==> config.mk <==
export PLATFORM = sky130hd
export DESIGN_NAME = mem_port_arbiter
export DESIGN_NICKNAME = d
export VERILOG_FILES = /design/src/rtl/mem_arb_pkg.sv /design/src/rtl/rr_arbiter.sv /design/src/rtl/mem_port_arbiter.sv
export SDC_FILE = /design/constraint.sdc
export NUM_CORES = 1
export LEC_CHECK = 0
export CAP_MARGIN = 20
export CELL_PAD_IN_SITES_DETAIL_PLACEMENT = 0
export CELL_PAD_IN_SITES_GLOBAL_PLACEMENT = 2
export CORE_AREA = 2 2 132 134
export DETAILED_ROUTE_END_ITERATION = 8
export DIE_AREA = 0 0 134 136
export GPL_TIMING_DRIVEN = 0
export PLACE_DENSITY_LB_ADDON = 0.12
export RECOVER_POWER = 25
export SYNTH_ARGS = -nofsm -noshare
export SYNTH_HDL_FRONTEND = slang
export SYNTH_SLANG_ARGS = --single-unit
==> constraint.sdc <==
create_clock -name clk -period 3.45 [get_ports clk]
set_clock_uncertainty 0.1 [all_clocks]
set_input_delay 0.69 -clock clk [delete_from_list [all_inputs] [get_ports clk]]
set_output_delay 0.69 -clock clk [all_outputs]
set_load 0.02 [all_outputs]
==> src/rtl/mem_arb_pkg.sv <==
// ----------------------------------------------------------------------------
// mem_arb_pkg
// Shared constants and types for the memory port arbiter.
//   MEM_DEPTH    : number of words the downstream memory implements
//   ERR_RDATA    : read data returned for a rejected out-of-range access
//   master_idx_t : index of a requesting master (up to 4 masters)
// ----------------------------------------------------------------------------
package mem_arb_pkg;

  localparam int unsigned MEM_DEPTH = 256;
  localparam logic [31:0] ERR_RDATA = 32'hDEAD_BEEF;

  typedef logic [1:0] master_idx_t;

endpackage

==> src/rtl/rr_arbiter.sv <==
// ----------------------------------------------------------------------------
// rr_arbiter
// Purely combinational round-robin selector. The search starts at the master
// after last_i and wraps, so the most recently granted master has lowest
// priority.
// Ports:
//   req_i     in  N  request vector
//   last_i    in  2  index of the most recently granted master
//   sel_oh_o  out N  one-hot selected master (all zero when no request)
//   sel_idx_o out 2  index of the selected master (0 when no request)
//   valid_o   out 1  at least one request is present
// ----------------------------------------------------------------------------
module rr_arbiter
  import mem_arb_pkg::*;
#(
  parameter int N = 2
) (
  input  logic [N-1:0] req_i,
  input  master_idx_t  last_i,
  output logic [N-1:0] sel_oh_o,
  output master_idx_t  sel_idx_o,
  output logic         valid_o
);

  always_comb begin
    // NOTE: every output gets a default before the search loop; without it a
    // path that skips the assignment would infer a latch.
    sel_oh_o  = '0;
    sel_idx_o = '0;
    valid_o   = 1'b0;
    // Outer loop walks priority distance, inner loop matches the master at
    // that distance; only constant indices are used on req_i.
    for (int d = 0; d < N; d++) begin
      for (int j = 0; j < N; j++) begin
        if (!valid_o && req_i[j] && (j == ((int'(last_i) + 1 + d) % N))) begin
          valid_o     = 1'b1;
          sel_idx_o   = master_idx_t'(j);
          sel_oh_o[j] = 1'b1;
        end
      end
    end
  end

endmodule

==> src/rtl/mem_port_arbiter.sv <==
// ----------------------------------------------------------------------------
// mem_port_arbiter
// Merges NUM_MASTERS OBI-style req/gnt/rvalid ports onto one single-port
// memory with round-robin arbitration. Read data is combinational on the
// address at grant time, so it is captured then and returned to the owning
// master alongside the memory's registered rvalid.
//
// Optional feature (macro MEM_ARB_ADDR_CHECK_EN): addresses >= MEM_DEPTH are
// not forwarded; the arbiter grants locally and answers next cycle with
// ERR_RDATA, pulsing addr_err_o.
//
// Ports:
//   clk, rst           clock, synchronous active-high reset
//   m_req_i/m_gnt_o    per-master request / same-cycle grant
//   m_rvalid_o         per-master response valid
//   m_addr_i/m_we_i/m_wdata_i  per-master request payload (flattened)
//   m_rdata_o          shared response data, qualified by m_rvalid_o
//   mem_*              memory-side OBI port
//   addr_err_o         (MEM_ARB_ADDR_CHECK_EN only) out-of-range response
//   protocol_err_o     sticky: memory rvalid with no pending response
// ----------------------------------------------------------------------------
module mem_port_arbiter
  import mem_arb_pkg::*;
#(
  parameter int NUM_MASTERS = 2,
  parameter int ADDR_W      = 32,
  parameter int DATA_W      = 32
) (
  input  logic                          clk,
  input  logic                          rst,
  input  logic [NUM_MASTERS-1:0]        m_req_i,
  output logic [NUM_MASTERS-1:0]        m_gnt_o,
  output logic [NUM_MASTERS-1:0]        m_rvalid_o,
  input  logic [NUM_MASTERS*ADDR_W-1:0] m_addr_i,
  input  logic [NUM_MASTERS-1:0]        m_we_i,
  input  logic [NUM_MASTERS*DATA_W-1:0] m_wdata_i,
  output logic [DATA_W-1:0]             m_rdata_o,
  output logic                          mem_req_o,
  input  logic                          mem_gnt_i,
  input  logic                          mem_rvalid_i,
  output logic [ADDR_W-1:0]             mem_addr_o,
  output logic                          mem_we_o,
  output logic [DATA_W-1:0]             mem_wdata_o,
  input  logic [DATA_W-1:0]             mem_rdata_i,
`ifdef MEM_ARB_ADDR_CHECK_EN
  output logic                          addr_err_o,
`endif
  output logic                          protocol_err_o
);

  master_idx_t              last_grant_q, last_grant_d;
  master_idx_t              owner_q, owner_d;
  logic                     pending_q, pending_d;
  logic [DATA_W-1:0]        rsp_data_q, rsp_data_d;
  logic                     post_rst_q;
  logic                     protocol_err_q, protocol_err_d;

  logic [NUM_MASTERS-1:0]   sel_oh;
  master_idx_t              sel_idx;
  logic                     any_req;
  logic [ADDR_W-1:0]        sel_addr;
  logic                     sel_we;
  logic [DATA_W-1:0]        sel_wdata;
  logic                     addr_bad;
  logic                     grant;
  logic                     rsp_fire;

  rr_arbiter #(
    .N (NUM_MASTERS)
  ) u_rr (
    .req_i     (m_req_i),
    .last_i    (last_grant_q),
    .sel_oh_o  (sel_oh),
    .sel_idx_o (sel_idx),
    .valid_o   (any_req)
  );

  assign sel_addr  = m_addr_i[int'(sel_idx)*ADDR_W +: ADDR_W];
  assign sel_we    = m_we_i[sel_idx];
  assign sel_wdata = m_wdata_i[int'(sel_idx)*DATA_W +: DATA_W];

`ifdef MEM_ARB_ADDR_CHECK_EN
  logic err_pending_q, err_pending_d;
  assign addr_bad = any_req && (sel_addr >= ADDR_W'(MEM_DEPTH));
`else
  assign addr_bad = 1'b0;
`endif

  // Payload is forced to zero while idle so the memory side is quiet.
  assign mem_req_o   = any_req & ~addr_bad;
  assign mem_addr_o  = any_req ? sel_addr  : '0;
  assign mem_we_o    = any_req & sel_we;
  assign mem_wdata_o = any_req ? sel_wdata : '0;

  // A rejected address is granted locally; otherwise the memory decides.
  assign grant   = any_req & (addr_bad | mem_gnt_i);
  assign m_gnt_o = grant ? sel_oh : '0;

  always_comb begin
    last_grant_d   = last_grant_q;
    owner_d        = owner_q;
    rsp_data_d     = rsp_data_q;
    pending_d      = 1'b0;
    protocol_err_d = protocol_err_q | (mem_rvalid_i & ~pending_q & ~post_rst_q);
    if (grant) begin
      last_grant_d = sel_idx;
      owner_d      = sel_idx;
      pending_d    = ~addr_bad;
      if (addr_bad)    rsp_data_d = DATA_W'(ERR_RDATA);
      else if (sel_we) rsp_data_d = '0;
      else             rsp_data_d = mem_rdata_i;
    end
  end

`ifdef MEM_ARB_ADDR_CHECK_EN
  assign err_pending_d = grant & addr_bad;
  assign addr_err_o    = err_pending_q & ~rst;
  // Responses are gated by rst so an outstanding one is dropped on reset.
  assign rsp_fire      = ~rst & ((mem_rvalid_i & pending_q) | err_pending_q);
`else
  assign rsp_fire      = ~rst & mem_rvalid_i & pending_q;
`endif

  assign m_rvalid_o     = rsp_fire ? (NUM_MASTERS'(1) << owner_q) : '0;
  assign m_rdata_o      = rsp_data_q;
  assign protocol_err_o = protocol_err_q;

  always_ff @(posedge clk) begin
    // NOTE: state registers use non-blocking assignments so every register
    // samples the pre-edge values regardless of statement order.
    if (rst) begin
      last_grant_q   <= master_idx_t'(NUM_MASTERS - 1);
      owner_q        <= '0;
      pending_q      <= 1'b0;
      rsp_data_q     <= '0;
      post_rst_q     <= 1'b1;
      protocol_err_q <= 1'b0;
`ifdef MEM_ARB_ADDR_CHECK_EN
      err_pending_q  <= 1'b0;
`endif
    end else begin
      last_grant_q   <= last_grant_d;
      owner_q        <= owner_d;
      pending_q      <= pending_d;
      rsp_data_q     <= rsp_data_d;
      post_rst_q     <= 1'b0;
      protocol_err_q <= protocol_err_d;
`ifdef MEM_ARB_ADDR_CHECK_EN
      err_pending_q  <= err_pending_d;
`endif
    end
  end

endmodule

# Yosys cells after proc, flatten, opt, wreduce, memory -nomap -nowiden
# Cells that the tools add are included.
[word_totals]
reg_bits = 39
inputBits = 168
out_inout_bits = 103
[classes]
add_sub_neg = 2
n_lt_le_gt_ge = 1
n_eq_ne = 2
shifts = 3
n_mux = 19
n_bitwise = 12
n_reduce_logical = 12
[op_table]
columns = ["cell", "count"]
rows = [
  ["64-bit by 8-bit indexed part select with 32-bit output", 2],
  ["32-bit 2-to-1 mux", 3],
  ["32-bit zero test", 2],
  ["32-bit by 2-bit adder with 32-bit output, second input constant", 1],
  ["1-bit 2-to-1 mux", 14],
  ["1-bit AND", 7],
  ["1-bit logical AND", 7],
  ["2-bit equality test, first input constant", 2],
  ["2-bit 2-to-1 mux", 2],
  ["2-bit by 1-bit adder with 3-bit output, second input constant", 1],
  ["1-bit zero test", 3],
  ["1-bit NOT", 3],
  ["2-bit < comparator, second input constant", 1],
  ["1-bit by 2-bit left shift with 2-bit output, first input constant", 1],
  ["1-bit AND, first input constant", 1],
  ["1-bit OR", 1],
]

# Longest topological paths before layout
# Gate-level depths: netlist of run 1.
[logic_depth]
ltp_word = 20
ltp_mapped = 5

# Cells and area by module
# From an unflattened synthesis of run 1, not the netlist that was laid out.
[hier_totals]
hier_cells = 253
hier_area_um2 = 2321.0
[modules_own_cells]
columns = ["mod", "instances", "cells_per_inst", "area_per_inst_um2"]
rows = [
  ["mem_port_arbiter", 1, 246, 2277.2],
  ["rr_arbiter", 1, 7, 43.8],
]

# Worst setup path after synthesis of run 1
# No wires, ideal clock.
[synth_timing]
path_kind = "input-to-output"
startpoint = "in m_req_i[1]"
endpoint = "out mem_we_o"
arrival_time_ns = 1.607
required_time_ns = 2.660
slack_ns = 1.053
cell_stages = 4
cell_sequence = "a21boi_2 mux2_4 buf_6 and2_1"
[synth_via]
elab_chain_cells = 14
elab_cells_between_ends = 17
classes_between = "8 x mux; 1 x bitwise; 8 x reduce/logical"
[synth_lines]
columns = ["element", "line_no", "text"]
rows = [
  ["start: declaration", "mem_port_arbiter.sv:31", "input logic [NUM_MASTERS-1:0] m_req_i,"],
  ["1-bit logical AND (2 in a row)", "rr_arbiter.sv:35", "if (!valid_o && req_i[j] && (j == ((int'(last_i) + 1 + d) % N))) begin"],
  ["1-bit 2-to-1 mux", "rr_arbiter.sv:35", ""],
  ["1-bit zero test", "rr_arbiter.sv:35", ""],
  ["1-bit logical AND (2 in a row)", "rr_arbiter.sv:35", ""],
  ["1-bit 2-to-1 mux", "rr_arbiter.sv:35", ""],
  ["1-bit zero test", "rr_arbiter.sv:35", ""],
  ["1-bit logical AND (2 in a row)", "rr_arbiter.sv:35", ""],
  ["1-bit 2-to-1 mux", "rr_arbiter.sv:35", ""],
  ["1-bit 2-to-1 mux (implied by the code) (2 in a row)", "mem_port_arbiter.sv:79", "assign sel_we = m_we_i[sel_idx];"],
  ["1-bit AND (*)", "mem_port_arbiter.sv:92", "assign mem_we_o = any_req & sel_we;"],
  ["end: declaration", "mem_port_arbiter.sv:42", "output logic mem_we_o,"],
]
# Mark *: on every way between the ends. The rest lies on a longest branch, timed or not. The select of a mux whose other input is x is not followed.

# Worst setup path after layout of run 1
[layout_timing]
startpoint = "in m_req_i[1]"
endpoint = "out mem_wdata_o[31]"
[layout_via]
elab_chain_cells = 13
elab_cells_between_ends = 16
classes_between = "1 x shift; 7 x mux; 8 x reduce/logical"
[layout_lines]
columns = ["element", "line_no", "text"]
rows = [
  ["1-bit logical AND (2 in a row)", "rr_arbiter.sv:35", ""],
  ["1-bit 2-to-1 mux", "rr_arbiter.sv:35", ""],
  ["1-bit zero test", "rr_arbiter.sv:35", ""],
  ["1-bit logical AND (2 in a row)", "rr_arbiter.sv:35", ""],
  ["1-bit 2-to-1 mux", "rr_arbiter.sv:35", ""],
  ["1-bit zero test", "rr_arbiter.sv:35", ""],
  ["1-bit logical AND (2 in a row)", "rr_arbiter.sv:35", ""],
  ["1-bit 2-to-1 mux", "rr_arbiter.sv:35", ""],
  ["64-bit by 8-bit indexed part select with 32-bit output", "mem_port_arbiter.sv:80", "assign sel_wdata = m_wdata_i[int'(sel_idx)*DATA_W +: DATA_W];"],
  ["32-bit 2-to-1 mux (*)", "mem_port_arbiter.sv:93", "assign mem_wdata_o = any_req ? sel_wdata : '0;"],
  ["end: declaration", "mem_port_arbiter.sv:43", "output logic [DATA_W-1:0] mem_wdata_o,"],
]
# Mark *: on every way between the ends. The rest lies on a longest branch, timed or not.

==> results of run 1 <==
[layer usage]
metal,share of wire [%],routed length (µm),track usage (%),up-vias
met5,0,0,0,-
met2,54,6330,22.7,145
met3,7.9,935,3.28,7
li1,-,-,-,1440
met1,38,4430,13.1,1287
met4,0.96,114,2.48,0
[power by group]
group	total, µW	switching [µW]	internal [µW]
Sequential	457	9.87	447
Combinational	667	300	368
Clock	441	176	265
[cells in the final DEF (no fill, tap or decap)]
| master | n |
|---|---|
| dlygate4sd2_1 | 40 |
| buf_6 | 4 |
| a22oi_1 | 1 |
| clkinvlp_4 | 1 |
| buf_4 | 10 |
| clkdlybuf4s50_1 | 176 |
| a21boi_4 | 1 |
| clkbuf_16 | 5 |
| mux2_4 | 1 |
| nor2_1 | 4 |
| nor2b_1 | 1 |
| inv_1 | 64 |
| nand2b_1 | 1 |
| dlygate4sd3_1 | 32 |
| inv_2 | 1 |
| dlymetal6s2s_1 | 22 |
| nor3_1 | 1 |
| buf_2 | 8 |
| and2_1 | 2 |
| o32ai_1 | 3 |
| a221o_1 | 1 |
| a22o_1 | 64 |
| a21oi_1 | 1 |
| clkbuf_2 | 3 |
| nor3b_1 | 1 |
| o32ai_2 | 29 |
| o21ai_1 | 1 |
| nand2_1 | 2 |
| clkinv_2 | 2 |
| nor2b_2 | 1 |
| or2_1 | 2 |
| dfxtp_1 | 37 |
[stage by stage]
step / TNS [ns] / hold slack (ns)
after CTS: -0.0104 / 0.360
after global routing: 0 / 0.370
final: 0 / 0.352
after floorplan: 0 / 0.393
after detailed placement: -13.32 / 0.350
after global placement: -11.28 / 0.345
[flip-flops by register name, summed over array words and instances, names as in the netlist]
name and count:
owner_q 1, last_grant_q 1, post_rst_q 1, m_rdata_o 32
pending_q 1, protocol_err_o 1
[cell families after synthesis]
logic type | share of synthesized area (%)
AO/OA/AOI/OAI | 47.5
buffers and inverters | 16.5
flip-flops | 32.0
AND/OR/NAND/NOR | 3.41
multiplexers | 0.649
[worst register-to-register path, delay by kind of cell, from the launching register on]
| family | cells | cell delay (ns) |
|---|---|---|
| flops | 1 | 0.35 |
| buf+inv | 1 | 0.17 |
| compound gates | 2 | 0.46 |
| mux | 1 | 0.37 |
[repair_timing]
item / CTS / global route
gates resized for setup: 55 / 22
hold endpoints to repair: 0 / 0
buffers inserted: 1 / 0
gates cloned: 0 / 0
endpoints found under the setup margin: 66 / 22
[cell type report]
type                    count  share of cell area (%)
inverters                  65                    4.44
repair buffers            271                    49.4
flip-flops and latches     37                    13.5
well taps                 225                    5.13
multi-input cells         117                    21.9
clock buffers               5                    2.28
clock inverters             3                   0.319
plain buffers              24                    3.05
[worst paths after layout]
check,to,slack [ns]
min reg2reg,m_rdata_o[11]$_SDFFE_PP0P_,0.35
min,m_rdata_o[11]$_SDFFE_PP0P_,0.35
max reg2reg,m_rdata_o[15]$_SDFFE_PP0P_,1.91
max,mem_wdata_o[31],0.13
==> flow_metrics.tcl, run 1 <==
set metrics [dict create \
    run_status "completed" \
    cp_slowest_cell "clkdlybuf4s50_1" \
    ir_drop_mv 0.190 \
    globalRouteOverflowTotal 0 \
    pre_cts_ws_ns -0.296 \
    grt_pass1_wl_mm 16.6 \
    dp_cells 738 \
    p_leak_uw 0.00256 \
    min_path_cells 2 \
    register_area_um2 741 \
    synth.ff_latch_count 37 \
    cts_root_buf "clkbuf_16" \
    cp.arrival_ns 2.53 \
    port_buffers 270 \
    final_util_pct 32.5 \
    fin_cells 747 \
    ys_top_cells_by_count "a22o_1, inv_1, dfxtp_1" \
    wirelength_mm 11.8 \
    ant_nets 0 \
    fin_nets 689 \
    synthArstFlopShare_pct 0 \
    drt_pass1_iterations 4 \
    reg2reg_depth 4 \
    total_power_uw 1570 \
    fp.dieW_um 134 \
    drive_gt1_share_pct 12.6 \
    dpl_cell_area_um2 5300 \
    r2r_start "last_grant_q[0]$_SDFFE_PP1P_" \
    path_clk_slew_ns 0.06 \
    yosysWarnings 0 \
    synth_edf_count 0 \
    crit_required_ns 2.66 \
    tightestPinTransition_ns 0.323 \
    track_usage_pct 11.9 \
    multi_input_area_um2 1200 \
    routabilityCongestion 0.700 \
    fillers 1775 \
    slew_viol_final 0 \
    clock_path_buffers 2 \
    cp_max_fo 10 \
    die_h_um 136 \
    avgSynthCellArea_um2 9.52 \
    initialDrtViolationCount 46 \
    setup_viol 0 \
    crit_family "buffers and inverters" \
    grt_pass1_vias 2963 \
    p_per_area_nw_per_um2 285 \
    critPathMostFrequentCell "clkdlybuf4s50_1" \
    startpoint "m_req_i[1]" \
    hold_start "m_rdata_o[11]$_SDFFE_PP0P_" \
    synth_nets 411 \
    synth_cell_types 24 \
    vias 2879 \
    start_util_pct 13.7 \
    syn-cell-area_um2 2310 \
    cap_violations 0 \
    grt_max_degree 13 \
    dpl.hpwl_mm 9.97 \
    cp.depth 6 \
    cts.sinks 37 \
    cts_buffers 5 \
    synthCells 243 \
    drcViolationCount 0 \
    synth_top_area_share_pct 32.0 \
    htreeDepth 2 \
    seq_area_frac_synth_pct 32.0 \
    relSlewSlack_pct 78.4 \
    critPathCaptureType "output pin" \
    fmax_ghz 0.301 \
    critPathBufInv 3 \
    cts_tree "yes" \
    core_um2 16900 \
    avgViaCountPerCell 3.85 \
    synth_top_area_cell "dfxtp_1" \
    diodes 0 \
    wl_per_cell_um 15.8 \
    critPathKind "input pin to output pin" \
    synthFlopType "dfxtp_1" \
    cp_slowest_stage_delay_ns 0.58 \
    io_pins 271 \
    grt_antenna_before_repair 0 \
    period_needed_ns 3.32 \
    insertion_delay_ns 0.27 \
    fin_crit_sh_pct 96.1 \
    syn_to_final_growth_pct 138 \
    start_kind "input pin" \
    dieArea_um2 18200 \
    hold_viol_final 0 \
    fin_ws_ns 0.133 \
    rsz0062_at_grt "no" \
    cp_cell_sequence "clkdlybuf4s50_1 -> nor2b_2 -> nor2b_1 -> buf_4 -> a22o_1 -> clkdlybuf4s50_1" \
    final_area_um2 5490 \
    fp-row-count 48 \
    yosys-top-cells-area "dfxtp_1, a22o_1, o32ai_2, inv_1, buf_2" \
    worst_hold_path_type "flop to flop" \
    ctsHoldBuffers 0 \
]
Note: power is estimated with default switching activity, not from simulation.
==> run 2: changes to the inputs <==
GPL_TIMING_DRIVEN = default   (was 0)
==> flow_metrics.tcl, run 2 (synthesis results as in run 1) <==
set metrics [dict create \
    setup_viol 0 \
    core_um2 16900 \
    cts_root_buf "clkbuf_16" \
    fin_nets 674 \
    cap_violations 0 \
    fp.dieW_um 134 \
    intPower_uw 1120 \
    grt_max_degree 47 \
    drt_pass1_iterations 4 \
    cp_max_fo 43 \
    cp_slowest_cell "clkdlybuf4s50_1" \
    relSlewSlack_pct 62.5 \
    cts.sinks 37 \
    cts_setup_buffers 0 \
    avgViaCountPerCell 3.90 \
    cp.depth 6 \
    final_util_pct 33.0 \
    period_needed_ns 3.34 \
    crit_required_ns 2.66 \
    critPathBufInv 3 \
    r2r-end "m_rdata_o[11]$_SDFFE_PP0P_" \
    grt_pass1_vias 2928 \
    drive_gt1_share_pct 10.7 \
    io_pins 271 \
    htreeDepth 2 \
    port_buffers 270 \
    fmax_ghz 0.299 \
    r2r_start "last_grant_q[0]$_SDFFE_PP1P_" \
    ctsResizeCount 0 \
    start_kind "input pin" \
    hold_viol_final 0 \
    cp_cell_sequence "clkdlybuf4s50_1 -> nor2b_2 -> nor2b_4 -> buf_12 -> a22o_1 -> clkdlybuf4s50_1" \
    grt_antenna_before_repair 1 \
    p_leak_uw 0.00267 \
    switching_share_pct 29.7 \
    path_clk_slew_ns 0.05 \
    clock_path_buffers 2 \
    globalRouteOverflowTotal 0 \
    p_per_area_nw_per_um2 287 \
    ant_nets 0 \
    dpl.hpwl_mm 9.90 \
    wl_per_cell_um 16.3 \
    dpl_cell_area_um2 5310 \
    startpoint "m_req_i[1]" \
    critPathMostFrequentCell "clkdlybuf4s50_1" \
    slew_viol_final 0 \
    critPathKind "input pin to output pin" \
    cts_buffers 5 \
    p_comb_share_pct 43.1 \
    fin_crit_sh_pct 96.9 \
    insertion_delay_ns 0.27 \
    critPathCaptureType "output pin" \
    crit_family "buffers and inverters" \
    track_usage_pct 12.3 \
    fillers 1704 \
    crit_end "mem_wdata_o[8]" \
    tightestPinTransition_ns 0.562 \
    clkPwrFrac_pct 28.2 \
    ir_drop_mv 0.147 \
    drcViolationCount 0 \
    dieArea_um2 18200 \
    fp-row-count 48 \
    wirelength_mm 12.0 \
    cts_tree "yes" \
    final_area_um2 5570 \
    start_util_pct 13.7 \
    p_sw_uw 474 \
    final_common_cell "clkdlybuf4s50_1" \
    vias 2857 \
    ctsHoldBuffers 0 \
    largest_reg_flops 32 \
    syn_to_final_growth_pct 141 \
    rrSetupSlack_ns 1.75 \
    p_seq_share_pct 28.7 \
    run_status "completed" \
    worst_hold_path_type "flop to flop" \
    reg2reg_depth 4 \
    final_cell_mix "clkdlybuf4s50_1, a22o_1, inv_1" \
    routabilityCongestion 0.703 \
    initialDrtViolationCount 87 \
    die_h_um 136 \
    cp_slowest_stage_delay_ns 0.60 \
    cp.arrival_ns 2.55 \
    grt_pass1_wl_mm 17.3 \
]
-- run 2: cell count changes in the layout (fill, tap and decap cells not counted), sizes merged, moves of 2 or more --
cell           before  now
dlygate4sd3        32   30
dlymetal6s2s       22   42
clkdlybuf4s50     176  196
clkinv              2    0
buf                22   12
dlygate4sd2        40    0
-- run 2: final cells by class --
type | count | area, µm² | share of cell area, %
Tap cell | 225 | 282 | 5.06
Antenna cell | 1 | 2.50 | 0.0450
Timing Repair Buffer | 280 | 2940 | 52.9
Sequential cell | 37 | 741 | 13.3
Clock buffer | 7 | 143 | 2.56
Multi-Input combinational cell | 117 | 1210 | 21.8
Inverter | 65 | 244 | 4.38
-- run 2: through the flow --
stage / total power, µW / instances / setup WS [ns] / setup TNS [ns] / hold slack, ns
global placement: 1180 / 724 / 0.0680 / 0 / 0.344
detailed placement: 1180 / 724 / 0.0532 / 0 / 0.349
global route: 1680 / 732 / -0.0157 / -0.0175 / 0.369
floorplan: 762 / 243 / 1.05 / 0 / 0.393
finish: 1600 / 732 / 0.105 / 0 / 0.352
CTS: 1650 / 731 / 0.0501 / 0 / 0.358
-- run 2: how the worst min path moves through the flow --
stage | slack, ns | to | startpoint | cells past startpoint
after floorplan | 0.39 | owner_q[0]$_SDFFE_PP0P_ | owner_q[0]$_SDFFE_PP0P_ | 2
after global placement | 0.34 | m_rdata_o[10]$_SDFFE_PP0P_ | m_rdata_o[10]$_SDFFE_PP0P_ | 2
after detailed placement | 0.35 | m_rdata_o[11]$_SDFFE_PP0P_ | m_rdata_o[11]$_SDFFE_PP0P_ | 2
after CTS | 0.36 | m_rdata_o[11]$_SDFFE_PP0P_ | m_rdata_o[11]$_SDFFE_PP0P_ | 2
after global routing | 0.37 | m_rdata_o[11]$_SDFFE_PP0P_ | m_rdata_o[11]$_SDFFE_PP0P_ | 2
final | 0.35 | m_rdata_o[12]$_SDFFE_PP0P_ | m_rdata_o[12]$_SDFFE_PP0P_ | 2
-- run 2: worst min-delay path, stage by stage, from the launching register on --
cell and delay, ns:
dfxtp_1 0.30, inv_1 0.05, o32ai_1 0.05
-- run 2: layer usage --
| metal | vias up | share of wire (%) | global-route usage (%) |
|---|---|---|---|
| met5 | - | 0 | 0 |
| met4 | 0 | 1.1 | 2.90 |
| met3 | 6 | 8.0 | 3.50 |
| met2 | 147 | 56 | 24.2 |
| met1 | 1298 | 35 | 12.9 |
| li1 | 1406 | - | - |
-- run 2: power by group through the flow --
| stage | Combinational [µW] | Sequential, µW | Clock [µW] |
|---|---|---|---|
| after floorplan | 275 | 487 | 0 |
| after global placement | 716 | 467 | 0 |
| after detailed placement | 713 | 468 | 0 |
| after CTS | 716 | 458 | 477 |
| after global routing | 732 | 460 | 488 |
| final | 689 | 458 | 451 |
